--- src/rtl/lsu_mem_unit.sv ---
// lsu_mem_unit: load/store unit between the execute stage and a single-port data bus.
// Builds byte strobes and lane-shifted write data for stores. Extracts and sign- or
// zero-extends load data. Runs a request/response handshake with the bus.
// Optional macro LSU_MISALIGN_SPLIT_EN: an access that crosses a bus word is done as
// two beats. Without the macro, such an access ends with rsp_err and no bus request.
// Ports:
//   clk, rst                     clock and synchronous active-high reset
//   req_*                        core request: valid/ready, we, funct3, addr, wdata
//   rsp_valid/rsp_rdata/rsp_err  one-cycle completion with load data or error
//   mem_req_valid/mem_req_ready  bus request handshake; mem_addr/we/wstrb/wdata payload
//   mem_rsp_valid/mem_rdata      bus read data or write acknowledge
module lsu_mem_unit #(
  parameter int unsigned XLEN   = 32,
  parameter int unsigned ADDR_W = 32
) (
  input  logic              clk,
  input  logic              rst,
  input  logic              req_valid,
  output logic              req_ready,
  input  logic              req_we,
  input  logic [2:0]        req_funct3,
  input  logic [ADDR_W-1:0] req_addr,
  input  logic [XLEN-1:0]   req_wdata,
  output logic              rsp_valid,
  output logic [XLEN-1:0]   rsp_rdata,
  output logic              rsp_err,
  output logic              mem_req_valid,
  input  logic              mem_req_ready,
  output logic [ADDR_W-1:0] mem_addr,
  output logic              mem_we,
  output logic [XLEN/8-1:0] mem_wstrb,
  output logic [XLEN-1:0]   mem_wdata,
  input  logic              mem_rsp_valid,
  input  logic [XLEN-1:0]   mem_rdata
);
  localparam int unsigned B     = XLEN / 8;
  localparam int unsigned B2    = 2 * B;
  localparam int unsigned XLEN2 = 2 * XLEN;
  localparam int unsigned OFF_W = $clog2(B);

  typedef enum logic [2:0] {IDLE, REQ0, WAIT0, REQ1, WAIT1, RESP} state_t;

  state_t state_q, state_d;

  logic              we_q;
  logic [2:0]        funct3_q;
  logic [ADDR_W-1:0] addr_q;
  logic [XLEN-1:0]   wdata_q;
`ifdef LSU_MISALIGN_SPLIT_EN
  logic [XLEN-1:0]   beat0_q;
  logic [7:0]        sh_hi;
`endif

  logic              accept;
  logic              cur_we;
  logic [2:0]        cur_funct3;
  logic [ADDR_W-1:0] cur_addr;
  logic [XLEN-1:0]   cur_wdata;
  logic [OFF_W-1:0]  off;
  logic [1:0]        lg;
  logic [3:0]        sz;
  logic [7:0]        sh_lo;
  logic              crossing;
  logic              legal;
  logic [ADDR_W-1:0] aligned;
  logic [B2-1:0]     strb_mask;
  logic [XLEN-1:0]   ld_lo, ld_hi, ld_sh, ld_mask, ld_ext;
  logic              ld_msb;

  logic              rsp_err_d;
  logic [XLEN-1:0]   rsp_rdata_d;
  logic [ADDR_W-1:0] mem_addr_d;
  logic              mem_we_d;
  logic [B-1:0]      mem_wstrb_d;
  logic [XLEN-1:0]   mem_wdata_d;

  assign accept = req_valid && req_ready;

  // Request view: live inputs while idle, captured copy for the rest of the access
  always_comb begin
    cur_we     = (state_q == IDLE) ? req_we     : we_q;
    cur_funct3 = (state_q == IDLE) ? req_funct3 : funct3_q;
    cur_addr   = (state_q == IDLE) ? req_addr   : addr_q;
    cur_wdata  = (state_q == IDLE) ? req_wdata  : wdata_q;
  end

  // Access geometry: byte offset, size, crossing, bus-aligned address
  always_comb begin
    off       = cur_addr[OFF_W-1:0];
    lg        = cur_funct3[1:0];
    sz        = 4'(1) << lg;
    sh_lo     = 8'({off, 3'b000});
`ifdef LSU_MISALIGN_SPLIT_EN
    sh_hi     = 8'(XLEN) - sh_lo;
`endif
    crossing  = (5'(off) + 5'(sz)) > 5'(B);
    aligned   = cur_addr & ~ADDR_W'(B - 1);
    strb_mask = B2'((9'(1) << sz) - 9'(1));
  end

  // funct3 legality; doubleword and LWU exist only on the 64-bit datapath
  always_comb begin
    if (cur_we) begin
      legal = (cur_funct3 inside {3'b000, 3'b001, 3'b010}) ||
              ((XLEN == 64) && (cur_funct3 == 3'b011));
    end else begin
      legal = (cur_funct3 inside {3'b000, 3'b001, 3'b010, 3'b100, 3'b101}) ||
              ((XLEN == 64) && (cur_funct3 inside {3'b011, 3'b110}));
    end
  end

  // Load extraction: {beat1, beat0} shifted down by the offset, then extended
  always_comb begin
    ld_lo = mem_rdata;
    ld_hi = '0;
`ifdef LSU_MISALIGN_SPLIT_EN
    if (state_q == WAIT1) begin
      ld_lo = beat0_q;
      ld_hi = mem_rdata;
    end
`endif
    ld_sh   = XLEN'({ld_hi, ld_lo} >> sh_lo);
    ld_mask = '1;
    ld_msb  = ld_sh[XLEN-1];
    case (lg)
      2'd0:    begin ld_mask = XLEN'(8'hFF);        ld_msb = ld_sh[7];  end
      2'd1:    begin ld_mask = XLEN'(16'hFFFF);     ld_msb = ld_sh[15]; end
      2'd2:    begin ld_mask = XLEN'(32'hFFFF_FFFF); ld_msb = ld_sh[31]; end
      default: ;
    endcase
    ld_ext = ld_sh & ld_mask;
    if (!cur_funct3[2] && ld_msb) ld_ext = ld_ext | ~ld_mask;
  end

  // Next state and next values of the registered outputs
  always_comb begin
    state_d     = state_q;
    rsp_err_d   = 1'b0;
    rsp_rdata_d = '0;
    mem_addr_d  = '0;
    mem_we_d    = 1'b0;
    mem_wstrb_d = '0;
    mem_wdata_d = '0;
    case (state_q)
      IDLE: begin
        if (accept) begin
          state_d = REQ0;
          if (!legal) begin
            state_d   = RESP;
            rsp_err_d = 1'b1;
          end
`ifndef LSU_MISALIGN_SPLIT_EN
          if (crossing) begin
            state_d   = RESP;
            rsp_err_d = 1'b1;
          end
`endif
        end
      end
      REQ0: if (mem_req_ready) state_d = WAIT0;
      WAIT0: begin
        if (mem_rsp_valid) begin
          state_d = RESP;
          if (!cur_we) rsp_rdata_d = ld_ext;
`ifdef LSU_MISALIGN_SPLIT_EN
          if (crossing) begin
            state_d     = REQ1;
            rsp_rdata_d = '0;
          end
`endif
        end
      end
`ifdef LSU_MISALIGN_SPLIT_EN
      REQ1: if (mem_req_ready) state_d = WAIT1;
      WAIT1: begin
        if (mem_rsp_valid) begin
          state_d = RESP;
          if (!cur_we) rsp_rdata_d = ld_ext;
        end
      end
`endif
      RESP:    state_d = IDLE;
      default: state_d = IDLE;
    endcase

    if (state_d == REQ0) begin
      mem_addr_d  = aligned;
      mem_we_d    = cur_we;
      mem_wstrb_d = B'(strb_mask << off);
      mem_wdata_d = cur_wdata << sh_lo;
    end
`ifdef LSU_MISALIGN_SPLIT_EN
    if (state_d == REQ1) begin
      mem_addr_d  = aligned + ADDR_W'(B);
      mem_we_d    = cur_we;
      mem_wstrb_d = B'((strb_mask << off) >> B);
      mem_wdata_d = cur_wdata >> sh_hi;
    end
`endif
  end

  // State and output registers
  always_ff @(posedge clk) begin
    if (rst) begin
      state_q       <= IDLE;
      req_ready     <= 1'b1;
      rsp_valid     <= 1'b0;
      rsp_err       <= 1'b0;
      rsp_rdata     <= '0;
      mem_req_valid <= 1'b0;
      mem_addr      <= '0;
      mem_we        <= 1'b0;
      mem_wstrb     <= '0;
      mem_wdata     <= '0;
    end else begin
      state_q       <= state_d;
      req_ready     <= (state_d == IDLE);
      rsp_valid     <= (state_d == RESP);
      rsp_err       <= rsp_err_d;
      rsp_rdata     <= rsp_rdata_d;
      mem_req_valid <= (state_d == REQ0) || (state_d == REQ1);
      mem_addr      <= mem_addr_d;
      mem_we        <= mem_we_d;
      mem_wstrb     <= mem_wstrb_d;
      mem_wdata     <= mem_wdata_d;
    end
  end

  // Request capture and first-beat latch
  always_ff @(posedge clk) begin
    if (accept) begin
      we_q     <= req_we;
      funct3_q <= req_funct3;
      addr_q   <= req_addr;
      wdata_q  <= req_wdata;
    end
`ifdef LSU_MISALIGN_SPLIT_EN
    if ((state_q == WAIT0) && mem_rsp_valid) beat0_q <= mem_rdata;
`endif
  end

endmodule

--- config.mk ---
export PLATFORM = sky130hd
export DESIGN_NAME = lsu_mem_unit
export DESIGN_NICKNAME = d
export VERILOG_FILES = /design/src/rtl/lsu_mem_unit.sv
export SDC_FILE = /design/constraint.sdc
export NUM_CORES = 1
export LEC_CHECK = 0
export BUFFER_PORTS_ARGS = -buffer_cell sky130_fd_sc_hd__buf_2
export CORE_AREA = 2 2 123 125
export DETAILED_ROUTE_END_ITERATION = 8
export DIE_AREA = 0 0 125 127
export GPL_ROUTABILITY_DRIVEN = 1
export PLACE_DENSITY = 0.9
export SYNTH_ARGS = -nofsm -noshare
export SYNTH_HDL_FRONTEND = slang
export SYNTH_SLANG_ARGS = --single-unit
--- constraint.sdc ---
create_clock -name clk -period 4.4 [get_ports clk]
set_input_delay 0.22 -clock clk [delete_from_list [all_inputs] [get_ports clk]]
set_output_delay 0.22 -clock clk [all_outputs]
set_load 0.1 [all_outputs]
Word level (Yosys, flattened, before mapping):

Cells that the tools add are included.
Widths: inputs -> output; s select.

* register bits: 176
* input bits: 105
* output and inout port bits: 105
* word-level logic and storage cells: 70

* add/sub/neg operators: 2
* order comparisons: 1
* eq/ne operators: 10
* shift-type cells: 5
* muxes and demuxes: 16
* bitwise logic cells: 8
* reduce and logical (&&, ||, !) cells: 13

Operators by type and width (count)
* $mux 32: 3
* $pmux 32 s2: 1
* $and 32x32->32: 1
* $not 32->32: 1
* $or 32x32->32: 1
* $shl 32x5->32: 1
* $shr 32x5->32: 1
* $mux 3: 6
* $eq 3x1->1 const B: 3
* $eq 3x2->1 const B: 3
* $eq 3x3->1 const B: 3
* $logic_not 3->1: 3
* $pmux 3 s3: 1
* $shl 1x4->8 const A: 1
* $shl 8x2->4: 1
* $sub 8x2->8 const B: 1
* $add 2x4->5: 1
* $gt 5x3->1 const B: 1
* $not 1->1: 5
* $reduce_bool 5->1: 1
* $mux 1: 4
* $reduce_or 4->1: 1
* $shl 1x2->4 const A: 1
* $reduce_bool 3->1: 1
* other kinds (8): 9

Depth between registers and ports, before layout:

* depth in word-level cells: 12
* mapped depth: 13
* depth with buffers taken out: 9

Least setup slack after synthesis:

OpenSTA, ideal clock, no wires.

* kind: register -> register
* start: register state_q[2]
* end: register mem_wdata[0]
* library setup time: 0.103 ns
* arrival: 3.042 ns
* required time: 4.297 ns
* setup slack: 1.254 ns
* stages on the path, launching flop included: 13
* buffers on the path: 5
* period minus slack after synthesis: 3.146 ns
* cell sequence: dfxtp_1 buf_2 nor3_2 buf_2 mux2i_1 buf_2 buf_2 xnor2_1 ha_1 nor4_4 o221ai_2 buf_6 a2111oi_2

* word-level cells in the longest chain between the ends: 12
* elaborated cells between the ends (all ways): 28
* those cells by class: add/sub (1); order compare (1); eq/ne (7); shift (2); mux (11); bitwise (1); reduce/logical (5)

RTL lines
* start, declared: line 43 `state_t state_q, state_d;`
* start signal, assigned: line 216 `state_q <= state_d;`
* parallel branches: the longest is 12 deep, another holds $add 2x4->5
* end signal, assigned: line 225 `mem_wdata <= mem_wdata_d;`
* end, declared: line 32 `output logic [XLEN-1:0] mem_wdata,`

Several ways; the timed one is not identified.
A chain may end at the register's enable or synchronous reset.

Worst setup path in the final report:

* start: register state_q[0]
* end: register mem_addr[5]

* word-level cells in the longest chain between the ends: 12
* elaborated cells between the ends (all ways): 26
* those cells by class: add/sub (1); order compare (1); eq/ne (7); shift (1); mux (10); bitwise (1); reduce/logical (5)

RTL lines
* parallel branches: the longest is 12 deep, another holds $add 2x4->5
* end signal, assigned: line 222 `mem_addr <= mem_addr_d;`
* end, declared: line 29 `output logic [ADDR_W-1:0] mem_addr,`

Several ways; the timed one is not identified.

==> flow_summary.ini <==
[placed_design]
place_ws_ns = 0.893
port_buffers = 207
place_congestion = 0.832
postPlaceCellArea_mm2 = 0.00849
dp_hpwl_um = 14100

[synthesis]
synth.top_cells.by_area = dfxtp_1 29%, edfxtp_1 28%, mux2i_1 7.9%, a211oi_1 5.9%, nand2_1 4.2%
synth_top_cell_by_area = dfxtp_1
yosys-top-cells-count = 106 x dfxtp_1, 82 x nand2_1, 68 x edfxtp_1, 58 x a211oi_1, 58 x mux2i_1
synth_edf_count = 68
syn_avg_cell_area_um2 = 11.0
synth_cell_type_count = 46
syn_inst = 670
synth-seq-cells = 174
synth_async_sr_flop_share_pct = 0
synth.most_common_cell = dfxtp_1
synth_ff_type = dfxtp_1
synth_top_area_share_pct = 28.8
netlist_area_mm2 = 0.00737
synth_warnings = 0
ys_seq_area_share_pct = 56.5

[routing]
drtIter0Drc = 596
first_pass_iters = 5
vias = 6439
routed_wl_um = 21700
avgViaCountPerCell = 5.84
wire_per_inst_um = 19.7
ant_nets = 0
drc = 0

[timing]
slew_violations = 0
setup_viol_count_final = 0
rsz0062_at_grt = no
skew_ns = 0.0116
relSlewSlack_pct = 20.7
finalCritPeriodShare_pct = 82.0
finalCriticalPeriod_ns = 3.61
setup_ws_ns = 0.791
max_freq_ghz = 0.277
tns_ns = 0
tightest_slew_ns = 1.18
final-hold-violation-count = 0

[final_layout]
multi_input_area_mm2 = 0.00295
final_cell_area_mm2 = 0.00969
fin_nets = 1012
nFillCells = 1097
area_growth_pct = 31.5
fin_util_pct = 67.2
num_antenna_cells = 0
seq_area_mm2 = 0.00416
drive_above_1_share_pct = 30.0

[global_routing]
grt_use_met3_pct = 5.44
grtUsageMet1_pct = 32.3
busiest_layer = met2
grt_max_degree = 69
antenna_found_initial = 0
grt_pass1_wl_um = 33200
grt_pass1_vias = 6310
grt.met2_usage_pct = 45.3
grtUsageTotal_pct = 26.8
grt-ovfl-total = 0

[floorplanning]
coreArea_mm2 = 0.0144
start_util_pct = 51.1
die_area_mm2 = 0.0159
rows = 44
pin_count = 210
die_w_um = 125
die_h_um = 127

[pwr]
p_total_mw = 4.92
power.leakage_nw = 4.28
power_density_mw_per_mm2 = 508
ir_drop_mv = 0.281

[setup_path]
worst-endpoint-required_ns = 4.69
crit_path_end = mem_addr[5]
cp_common_cell = ha_1
cp-startpoint = state_q[0]
reg2reg_setup_slack_ns = 0.79
cp_max_fo = 51
crit_type = reg -> reg
worstReg2RegStart = state_q[0]
reg2reg_to = mem_addr[5]
start_kind = flop
path_buf_inv = 2
r2r_cells = 10
crit_family = compound AO/OA/AOI/OAI gates
cp_slowest_cell = mux2i_1
end_kind = flop
slowest_delay_ns = 0.55
worst_ep_arrival_time_ns = 3.90
crit_chain = nor3_4 > mux2i_1 > nand2_1 > inv_1 > ha_1 > ha_1 > o2bb2ai_1 > o221ai_4 > buf_4 > a221oi_1
cp_num_cells = 10

[flow_run]
drv_cap = 0

[run_status]
outcome = finished clean

[clock_network]
post_cts_resized = 0
htree_num_levels = 4
clock_path_buffers = 2
cts-root-buf = clkbuf_16
clk_latency_ns = 0.43
cts_tree = built
cts_buffers = 17
numClockSinks = 174
cts.clk_slew.worst_paths_ns = 0.06

[min_path]
hp-class = in -> reg
sequential cells by signal, summed over array words and instances (netlist names), 3 cells and up:
name       cells
wdata_q       32
rsp_rdata     32
mem_wstrb      4
funct3_q       3
mem_wdata     32
state_q        3
mem_addr      30
addr_q        32
how the worst min path moves through the flow:
stage | startpoint | end | slack [ns] | cells past startpoint
2_1_floorplan | rst | state_q[0] | 0.30 | 1
3_3_place_gp | req_wdata[29] | wdata_q[29] | 0.41 | 1
5_1_grt | req_wdata[13] | wdata_q[13] | 0.007 | 1
3_5_place_dp | req_wdata[24] | wdata_q[24] | 0.41 | 1
4_1_cts | req_wdata[13] | wdata_q[13] | 0.002 | 1
6_report | req_wdata[13] | wdata_q[13] | 0.02 | 1
where the power goes:
part           leakage (nW)  internal [mW]  switching, mW  total, mW
clock                 0.304          0.922          0.640       1.56
combinational          2.46          0.371           1.13       1.50
sequential             1.51           1.80         0.0515       1.86
total                  4.28           3.10           1.82       4.92
cell families (layout without fill, tap and decap cells):
| family | Yosys count | in the layout | synth area share [%] |
|---|---|---|---|
| AO/OA/AOI/OAI | 194 | 194 | 19.3 |
| XOR/XNOR | 1 | 1 | 0.119 |
| adder cells (fa/ha/maj) | 2 | 2 | 0.340 |
| buffers and inverters | 67 | 314 | 4.11 |
| flip-flops | 174 | 174 | 56.5 |
| multiplexers | 62 | 62 | 8.49 |
| other | 1 | 2 | 0.0509 |
| AND/OR/NAND/NOR | 169 | 169 | 11.1 |
cells in the final DEF (no fill, tap or decap), types with 2 or more instances in the layout:
cell / count
dfxtp_1: 106
nand3_1: 15
a21oi_1: 39
o211ai_1: 2
mux2_2: 3
or3_1: 2
nor3_1: 16
mux2i_1: 57
dlygate4sd3_1: 58
nor4b_1: 2
and3_1: 9
a211oi_1: 58
clkbuf_1: 2
nand2b_1: 2
buf_4: 13
o21ai_0: 29
conb_1: 2
inv_6: 3
edfxtp_1: 68
a221oi_1: 31
a2111oi_2: 8
or2_2: 2
nand2_1: 81
nor2b_1: 24
nor2_1: 8
clkinv_2: 2
inv_1: 3
buf_2: 207
clkbuf_16: 21
a21o_1: 16
ha_1: 2
stage by stage:
stage                     hold WS [ns]  cells
after floorplan                  0.297    671
after global placement           0.406   1012
after detailed placement         0.409   1012
after CTS                      0.00165   1101
after global routing           0.00722   1102
final                           0.0192   1102
what timing repair did:
| action | 4_1_cts | 5_1_grt |
|---|---|---|
| buffers inserted | 0 | 0 |
| hold buffers | 57 | 1 |
| hold endpoints to repair | 57 | 1 |
metal layers:
metal | up-vias | share of wire [%]
met5 | - | 0
li1 | 2975 | -
met4 | 0 | 4.3
met2 | 350 | 50
met1 | 3054 | 39
met3 | 60 | 6.8
area by class of cell:
cell class                 instances  area share, %
sequential                       174           43.0
tap                              184           2.38
clock inverter                     9          0.916
timing repair buffer             278           17.7
multi-input combinational        430           30.4
clock buffer                      23           5.50
inverter                           4          0.155
Power figures use the tool's default switching activity.
